--- config.mk ---
export PLATFORM = sky130hd
export DESIGN_NAME = iob_uart_tx_arb_flat
export DESIGN_NICKNAME = d
export VERILOG_FILES = /design/src/rtl/iob_uart_tx_arb_if.sv /design/src/rtl/iob_uart_tx_arb.sv /design/src/flat_wrapper.sv
export SDC_FILE = /design/constraint.sdc
export NUM_CORES = 1
export LEC_CHECK = 0
export CAP_MARGIN = 20
export CORE_MARGIN = 2
export CORE_UTILIZATION = 39
export DETAILED_ROUTE_END_ITERATION = 8
export PLACE_DENSITY = 0.95
export SETUP_SLACK_MARGIN = 0.3
export SLEW_MARGIN = 20
export SYNTH_ARGS = -nofsm -noshare
export SYNTH_HDL_FRONTEND = slang
export SYNTH_SLANG_ARGS = --single-unit
--- constraint.sdc ---
create_clock -name clk_i -period 3.1 [get_ports clk_i]
set_input_delay 0.62 -clock clk_i [delete_from_list [all_inputs] [get_ports clk_i]]
set_output_delay 0.62 -clock clk_i [all_outputs]
set_load 0.02 [all_outputs]
--- src/rtl/iob_uart_tx_arb_if.sv ---
// IOb native-interface bundle between the UART TX arbiter (master) and the UART register file (slave).
interface iob_uart_tx_arb_if #(
  parameter int ADDR_W = 3,
  parameter int DATA_W = 32
) ();
  logic                  iob_valid;
  logic [ADDR_W-1:0]     iob_addr;
  logic [DATA_W-1:0]     iob_wdata;
  logic [DATA_W/8-1:0]   iob_wstrb;
  logic                  iob_ready;
  logic                  iob_rvalid;
  logic [DATA_W-1:0]     iob_rdata;

  modport master (
    output iob_valid, iob_addr, iob_wdata, iob_wstrb,
    input  iob_ready, iob_rvalid, iob_rdata
  );

  modport slave (
    input  iob_valid, iob_addr, iob_wdata, iob_wstrb,
    output iob_ready, iob_rvalid, iob_rdata
  );
endinterface

--- src/rtl/iob_uart_tx_arb.sv ---
// Round-robin, packet-locking arbiter sharing one iob_uart transmitter; polls TXREADY then writes TXDATA per byte.
// Optional lock timeout when IOB_UART_TX_ARB_TIMEOUT_EN is defined.
module iob_uart_tx_arb #(
  parameter int                  N_REQ        = 4,
  parameter int                  ADDR_W       = 3,
  parameter int                  DATA_W       = 32,
  parameter int                  TXDATA_ADDR  = 0,
  parameter int                  TXREADY_ADDR = 1,
  parameter logic [DATA_W/8-1:0] TXDATA_WSTRB = 4'b0001,
  parameter int                  TIMEOUT_W    = 8
) (
  input  logic                 clk_i,
  input  logic                 rst_n_i,
  input  logic [N_REQ-1:0]     req_valid_i,
  input  logic [8*N_REQ-1:0]   req_data_i,
  input  logic [N_REQ-1:0]     req_last_i,
  output logic [N_REQ-1:0]     req_ready_o,
  output logic [N_REQ-1:0]     grant_o,
  output logic                 busy_o,
  iob_uart_tx_arb_if.master    iob,
  output logic                 timeout_o
);

  localparam int IDX_W = $clog2(N_REQ);

  if (N_REQ < 2 || N_REQ > 8 || TIMEOUT_W < 1) begin : g_bad_param
    $error("iob_uart_tx_arb: illegal parameter value");
  end

  typedef enum logic [2:0] {IDLE, CAPTURE, POLL_REQ, POLL_RSP, WRITE, WAIT_BYTE} state_t;

  state_t              state, state_nx;
  logic [IDX_W-1:0]    rr_ptr, owner, pick;
  logic [7:0]          byte_q, cap_byte;
  logic                last_q, cap_last;
  logic                timeout_hit;
  logic                valid_d;
  logic [ADDR_W-1:0]   addr_d;
  logic [DATA_W-1:0]   wdata_d;
  logic [DATA_W/8-1:0] wstrb_d;
  logic                unused_rdata;

  assign unused_rdata = ^iob.iob_rdata[DATA_W-1:1];

  function automatic logic [IDX_W-1:0] next_idx(input logic [IDX_W-1:0] i);
    return (i == IDX_W'(N_REQ - 1)) ? '0 : i + 1'b1;
  endfunction

  // Walk offsets from the far end so the smallest offset from rr_ptr wins.
  always_comb begin : arb
    logic [IDX_W-1:0] cand;
    pick = '0;
    cand = '0;
    for (int k = N_REQ - 1; k >= 0; k--) begin
      cand = IDX_W'((int'(rr_ptr) + k) % N_REQ);
      if (req_valid_i[cand]) pick = cand;
    end
  end

  always_comb begin
    cap_byte = '0;
    cap_last = 1'b0;
    for (int i = 0; i < N_REQ; i++) begin
      if (owner == IDX_W'(i)) begin
        cap_byte = req_data_i[8*i +: 8];
        cap_last = req_last_i[i];
      end
    end
  end

`ifdef IOB_UART_TX_ARB_TIMEOUT_EN
  logic [TIMEOUT_W-1:0] to_cnt;

  always_ff @(posedge clk_i or negedge rst_n_i) begin
    if (!rst_n_i)                to_cnt <= '0;
    else if (state != WAIT_BYTE) to_cnt <= '0;
    else                         to_cnt <= to_cnt + 1'b1;
  end

  // A byte arriving on the same cycle as expiry still wins.
  assign timeout_hit = (state == WAIT_BYTE) && !req_valid_i[owner] && (&to_cnt);
`else
  assign timeout_hit = 1'b0;
`endif

  // State register and datapath registers
  always_ff @(posedge clk_i or negedge rst_n_i) begin
    if (!rst_n_i) begin
      state         <= IDLE;
      rr_ptr        <= '0;
      owner         <= '0;
      grant_o       <= '0;
      byte_q        <= '0;
      last_q        <= 1'b0;
      timeout_o     <= 1'b0;
      iob.iob_valid <= 1'b0;
      iob.iob_addr  <= '0;
      iob.iob_wdata <= '0;
      iob.iob_wstrb <= '0;
    end else begin
      state         <= state_nx;
      timeout_o     <= timeout_hit;
      iob.iob_valid <= valid_d;
      iob.iob_addr  <= addr_d;
      iob.iob_wdata <= wdata_d;
      iob.iob_wstrb <= wstrb_d;
      if (state == IDLE && |req_valid_i) begin
        owner   <= pick;
        grant_o <= N_REQ'(1) << pick;
      end
      if (state == CAPTURE) begin
        byte_q <= cap_byte;
        last_q <= cap_last;
      end
      if ((state == WRITE && iob.iob_ready && last_q) || timeout_hit) begin
        grant_o <= '0;
        rr_ptr  <= next_idx(owner);
      end
    end
  end

  // Next-state logic
  always_comb begin
    state_nx = state;
    case (state)
      IDLE:      if (|req_valid_i) state_nx = CAPTURE;
      CAPTURE:   state_nx = POLL_REQ;
      POLL_REQ:  if (iob.iob_ready) begin
                   if (iob.iob_rvalid) state_nx = iob.iob_rdata[0] ? WRITE : POLL_REQ;
                   else                state_nx = POLL_RSP;
                 end
      POLL_RSP:  if (iob.iob_rvalid) state_nx = iob.iob_rdata[0] ? WRITE : POLL_REQ;
      WRITE:     if (iob.iob_ready) state_nx = last_q ? IDLE : WAIT_BYTE;
      WAIT_BYTE: if (req_valid_i[owner]) state_nx = CAPTURE;
                 else if (timeout_hit)   state_nx = IDLE;
      default:   state_nx = IDLE;
    endcase
  end

  // Outputs: IOb request is computed from the next state so it is registered on entry.
  always_comb begin
    valid_d     = 1'b0;
    addr_d      = '0;
    wdata_d     = '0;
    wstrb_d     = '0;
    req_ready_o = (state == CAPTURE) ? grant_o : '0;
    busy_o      = (state != IDLE);
    case (state_nx)
      POLL_REQ: begin
        valid_d = 1'b1;
        addr_d  = ADDR_W'(TXREADY_ADDR);
      end
      WRITE: begin
        valid_d = 1'b1;
        addr_d  = ADDR_W'(TXDATA_ADDR);
        wstrb_d = TXDATA_WSTRB;
        for (int b = 0; b < DATA_W/8; b++) begin
          if (TXDATA_WSTRB[b]) wdata_d[8*b +: 8] = byte_q;
        end
      end
      default: ;
    endcase
  end

endmodule

--- src/flat_wrapper.sv ---
// flat-port wrapper written by rule: the top's interface ports become plain ports
module iob_uart_tx_arb_flat 
#(
  parameter int                  N_REQ        = 4,
  parameter int                  ADDR_W       = 3,
  parameter int                  DATA_W       = 32,
  parameter int                  TXDATA_ADDR  = 0,
  parameter int                  TXREADY_ADDR = 1,
  parameter logic [DATA_W/8-1:0] TXDATA_WSTRB = 4'b0001,
  parameter int                  TIMEOUT_W    = 8
)
  (clk_i, rst_n_i, req_valid_i, req_data_i, req_last_i, req_ready_o, grant_o, busy_o, timeout_o, iob_iob_valid, iob_iob_addr, iob_iob_wdata, iob_iob_wstrb, iob_iob_ready, iob_iob_rvalid, iob_iob_rdata);
  iob_uart_tx_arb_if #(.ADDR_W(ADDR_W), .DATA_W(DATA_W)) iob_i ();
  input  logic clk_i;
  input  logic rst_n_i;
  input  logic [N_REQ-1:0] req_valid_i;
  input  logic [8*N_REQ-1:0] req_data_i;
  input  logic [N_REQ-1:0] req_last_i;
  output logic [N_REQ-1:0] req_ready_o;
  output logic [N_REQ-1:0] grant_o;
  output logic busy_o;
  output logic timeout_o;
  output wire logic [$bits(iob_i.iob_valid)-1:0] iob_iob_valid;
  output wire logic [$bits(iob_i.iob_addr)-1:0] iob_iob_addr;
  output wire logic [$bits(iob_i.iob_wdata)-1:0] iob_iob_wdata;
  output wire logic [$bits(iob_i.iob_wstrb)-1:0] iob_iob_wstrb;
  input wire logic [$bits(iob_i.iob_ready)-1:0] iob_iob_ready;
  input wire logic [$bits(iob_i.iob_rvalid)-1:0] iob_iob_rvalid;
  input wire logic [$bits(iob_i.iob_rdata)-1:0] iob_iob_rdata;
  assign iob_iob_valid = iob_i.iob_valid;
  assign iob_iob_addr = iob_i.iob_addr;
  assign iob_iob_wdata = iob_i.iob_wdata;
  assign iob_iob_wstrb = iob_i.iob_wstrb;
  assign iob_i.iob_ready = iob_iob_ready;
  assign iob_i.iob_rvalid = iob_iob_rvalid;
  assign iob_i.iob_rdata = iob_iob_rdata;
  iob_uart_tx_arb #(.N_REQ(N_REQ), .ADDR_W(ADDR_W), .DATA_W(DATA_W), .TXDATA_ADDR(TXDATA_ADDR), .TXREADY_ADDR(TXREADY_ADDR), .TXDATA_WSTRB(TXDATA_WSTRB), .TIMEOUT_W(TIMEOUT_W)) u_core (.clk_i(clk_i), .rst_n_i(rst_n_i), .req_valid_i(req_valid_i), .req_data_i(req_data_i), .req_last_i(req_last_i), .req_ready_o(req_ready_o), .grant_o(grant_o), .busy_o(busy_o), .iob(iob_i), .timeout_o(timeout_o));
endmodule
# ---- Word-level counts from Yosys, hierarchy flattened
# Index checks and enable logic that the tools add are counted.
dict set report word_totals {
  reg_bits 31
  wordCells 78
}
dict set report classes {
  muxes 39
  shifts 1
  eq_ne 10
  n_reduce_logical 9
  add_sub_neg 4
  magnitude_cmp 5
}
# operator count
set op_table {}
lappend op_table {{$mux W8} 5}
lappend op_table {{$mux W3} 8}
lappend op_table {{$pmux W3 S6} 1}
lappend op_table {{$lt A2 B3 Y1 const B} 5}
lappend op_table {{$mux W1} 12}
lappend op_table {{$mux W4} 3}
lappend op_table {{$bmux W1 S2} 5}
lappend op_table {{$mux W2} 5}
lappend op_table {{$eq A3 B2 Y1 const B} 3}
lappend op_table {{$eq A3 B3 Y1 const B} 3}
lappend op_table {{$add A2 B1 Y2 const B} 2}
lappend op_table {{$add A2 B2 Y2 const B} 2}
lappend op_table {{$eq A2 B2 Y1 const B} 2}
lappend op_table {{$reduce_or A4 Y1} 1}
lappend op_table {{$shl A1 B2 Y4 const A} 1}
lappend op_table {{$eq A3 B1 Y1 const B} 1}
lappend op_table {{$logic_and A1 B1 Y1} 3}
lappend op_table {{$logic_not A3 Y1} 1}
lappend op_table {{$reduce_bool A3 Y1} 1}
lappend op_table {{$eq A2 B1 Y1 const B} 1}
lappend op_table {{$logic_not A2 Y1} 1}
lappend op_table {{$reduce_bool A2 Y1} 1}
lappend op_table {{$reduce_or A2 Y1} 1}

# ---- Depth between registers and ports, before layout
dict set report logic_depth {
  ltp_word 10
  ltp_mapped 7
}

# ---- Least setup slack after synthesis
# No wires, ideal clock.
dict set report synth_path {
  kind {reg2out}
  start {register u_core.state[0]}
  end {output port req_ready_o[2]}
  stages_incl_launch_ff 4
  required_ps 2480
  slack_ps 1170
  t_arrival_ps 1310
  path_cell_list {dfrtp_1 > nor3b_1 > clkbuf_1 > and2_1}
}
dict set report synth_via {
  elab_chain_cells 2
}
# item line_no
set synth_rtl {}
lappend synth_rtl {{start: declaration} iob_uart_tx_arb.sv:32} ;# state_t state, state_nx;
lappend synth_rtl {{start signal: assignment} iob_uart_tx_arb.sv:101} ;# state <= state_nx;
lappend synth_rtl {{$eq A3 B1 Y1} iob_uart_tx_arb.sv:146} ;# req_ready_o = (state == CAPTURE) ? grant_o : '0;
lappend synth_rtl {{$mux W4} iob_uart_tx_arb.sv:146}
lappend synth_rtl {{end: declaration} flat_wrapper.sv:19} ;# output logic [N_REQ-1:0] req_ready_o;
# No other way between the ends.

# ---- Final worst setup path
dict set report layout_path {
  start {register u_core.state[0]}
  end {output port req_ready_o[1]}
}
# The elaborated chain is that of the path after synthesis.

==> out/qor.yml <==
crit_path_start_kind: "flop"
cts_hold_buf: 0
grt_first_pass_wirelength_mm: 6.886
worstHoldStart: "u_core.grant_o[1]$_DFFE_PN0P_"
synth_cell_types: 41
reg2reg_slack_ns: 0.99
synthMuxAreaShare_pct: 2.316
yosys.area_share.adder_pct: 2.647
ant_nets: 0
ys_top_cells_by_area: "dfrtp_1 (41%), buf_4 (12%), a211o_1 (4.2%)"
dieArea_mm2: 0.005421
setup_viol: 0
yosys_register_bits: 31
pin_count: 126
portBuffers: 64
viasPerCell: 5.087
synth_top_area_share_pct: 41.03
nNetsFinal: 346
drv_cap: 0
cp.arrival_ns: 1.92
drc: 0
die_height_um: 73.63
row_count: 25
rsz0062_at_grt: "no"
cts.clk_slew.worst_paths_ns: 0.07
core-area_mm2: 0.004692
fin_skew_ns: 0.008417
synth-simple-area-share_pct: 18.80
cp_num_buf_inv: 1
initial_utilization_pct: 40.29
min_delay_worst_endpoint: "u_core.grant_o[1]$_DFFE_PN0P_"
fillers: 400
tritoncts: "built"
synth_cells: 204
yosys.area.top_type: "dfrtp_1"
ys_warn_count: 0
yosys-top-cells-count: "dfrtp_1 (31), buf_4 (30), nand2_1 (18), nor2_1 (15), inv_1 (14)"
synth-edff-count: 0
yosysMostFrequentCell: "dfrtp_1"
critPathSlowestCell: "clkdlybuf4s50_1"
grt_usage_pct: 16.61
clkSinkCount: 31
routed_wl_mm: 4.229
areaGrowthSynthToFinish_pct: 36.07
synth_xor_xnor_area_share_pct: 0
critical_path_required_ns: 2.48
finalCriticalPeriod_ns: 2.543
path_class: "flop to primary output"
stdcell_area_mm2: 0.002572
num_vias: 1633
drt_iter0_markers: 65
crit_chain: "nor3b_2, and2_1, clkdlybuf4s50_1"
hold_class: "flop to flop"
worst_slew_pin_slew_ns: 0.6551
clk_latency_ns: 0.28
final.setup.tns_ns: 0
post-route-period-util_pct: 82.05
leakagePower_nw: 1.145
grt_max_degree: 32
cts.htree.levels: 2
reg2regPathDepth: 6
fmax_ghz: 0.3932
grt_pass1_vias: 1522
max_stage_delay_ns: 0.60
placement.cell_area_mm2: 0.002455
synth-compound-area-share_pct: 17.60
cp_max_fo: 8
synth_top_family_by_area: "simple AND/OR/NAND/NOR gates"
yosysSeqAreaShare_pct: 41.03
syn-cell-area_mm2: 0.001891
synthFlopType: "dfrtp_1"
holdPathStages: 1
place_hpwl_mm: 3.202
numCtsBuffers: 5
async_flop_share_pct: 100.0
drive_gt1_share_pct: 6.367
avgSynthCellArea_um2: 9.267
place_congestion: 0.7676
end_kind: "primary output"
power_density_mw_per_mm2: 808.9
root_buffer: "clkbuf_8"
critPathTopFamily: "buffers and inverters"
antenna_found_initial: 0
die_w_um: 73.63
hold_viol: 0
outcome: "finished clean"
max-slew-margin-rel_pct: 56.33
slew_viol_final: 0
irDropWorstVdd_mv: 0.3231
grt-ovfl-total: 0
cts_setup_buffers: 0
n_antenna_cell: 0
r2r_end: "u_core.byte_q[0]$_DFFE_PN0P_"
post_cts_resized: 0
reg2reg_from: "u_core.owner[1]$_DFFE_PN0P_"
wl_per_cell_um: 13.17
first_pass_iters: 4
clockBufferDepth: 2
-- through the flow --
step                      hold WS (ns)  setup slack (ns)  std cells  util [%]  power (mW)
after global placement          0.5053            0.5576        313     52.32       1.638
after floorplan                 0.3244             1.170        233         -       1.378
after CTS                       0.5314            0.5625        321     54.83       2.089
after detailed placement        0.5173            0.4781        313     52.32       1.666
final                           0.5277            0.5566        321     54.83       2.081
after global routing            0.5508            0.4642        321     54.83       2.235
-- where the power goes --
part	internal (mW)	total (mW)	switching, mW	leakage [nW]
clock	0.260	0.407	0.148	0.0612
sequential	0.551	0.674	0.123	0.392
combinational	0.455	1.00	0.544	0.691
total	1.27	2.08	0.814	1.14
-- final cells by class --
class	count	area, um^2	area share, %
clock buffer	6	82.58	3.210
timing repair buffer	66	655.6	25.49
tap	54	67.56	2.626
multi-input combinational	147	899.6	34.97
sequential	31	775.7	30.16
clock inverter	2	35.03	1.362
inverter	15	56.30	2.189
-- layer usage --
| layer | part of all wire [%] | up-vias | global-route usage, % |
|---|---|---|---|
| li1 | - | 782 | - |
| met1 | 41 | 761 | 20.54 |
| met2 | 49 | 79 | 26.79 |
| met3 | 7.0 | 11 | 3.429 |
| met4 | 3.1 | 0 | 9.495 |
| met5 | 0 | - | 0 |
-- registers in the layout, indices dropped and copies added (netlist names) --
name / flops
u_core.state: 3
u_core.iob.iob_addr: 1
u_core.owner: 2
u_core.iob.iob_wdata: 8
u_core.iob.iob_valid: 1
u_core.grant_o: 4
u_core.iob.iob_wstrb: 1
u_core.rr_ptr: 2
u_core.byte_q: 8
u_core.last_q: 1
-- logic make-up after synthesis --
group | Yosys count
adders and majority gates | 4
muxes | 3
and+or+nand+nor | 66
AOI/OAI and AO/OA | 44
buffers and inverters | 55
other | 1
DFF | 31
-- worst register-to-register path: cells and delay by family (launching register included) --
family	cells	cell delay (ns)
AO/OA/AOI/OAI	3	0.69
flip-flops	1	0.42
buffers and inverters	1	0.09
adder cells (fa/ha/maj)	1	0.32
AND/OR/NAND/NOR	1	0.52
-- worst max-delay path by stage --
stage / start / end / slack, ns / cells after the start
after global routing: u_core.state[0]$_DFF_PN0_ / req_ready_o[1] / 0.46 / 3
final: u_core.state[0]$_DFF_PN0_ / req_ready_o[1] / 0.56 / 3
after detailed placement: req_valid_i[2] / u_core.iob.iob_wdata[6]$_DFF_PN0_ / 0.48 / 5
after global placement: req_valid_i[2] / u_core.iob.iob_wdata[6]$_DFF_PN0_ / 0.56 / 5
after floorplan: u_core.state[0]$_DFF_PN0_ / req_ready_o[2] / 1.17 / 3
after CTS: u_core.state[0]$_DFF_PN0_ / req_ready_o[1] / 0.56 / 3
-- placed cells by master (no fill, tap or decap), types with 3 or more instances in the layout --
cell type	n
inv_1	14
a221oi_1	8
ha_1	4
nor2_1	15
nor3_1	3
nand3_1	3
clkbuf_8	6
dfrtp_1	31
clkdlybuf4s50_1	64
o21ai_0	3
nor2b_1	3
a31oi_1	9
o31ai_1	3
a211o_1	9
conb_1	30
nand2_1	18
nor4b_1	8
and2_1	5
a21oi_1	4
Power figures use the tool's default switching activity.
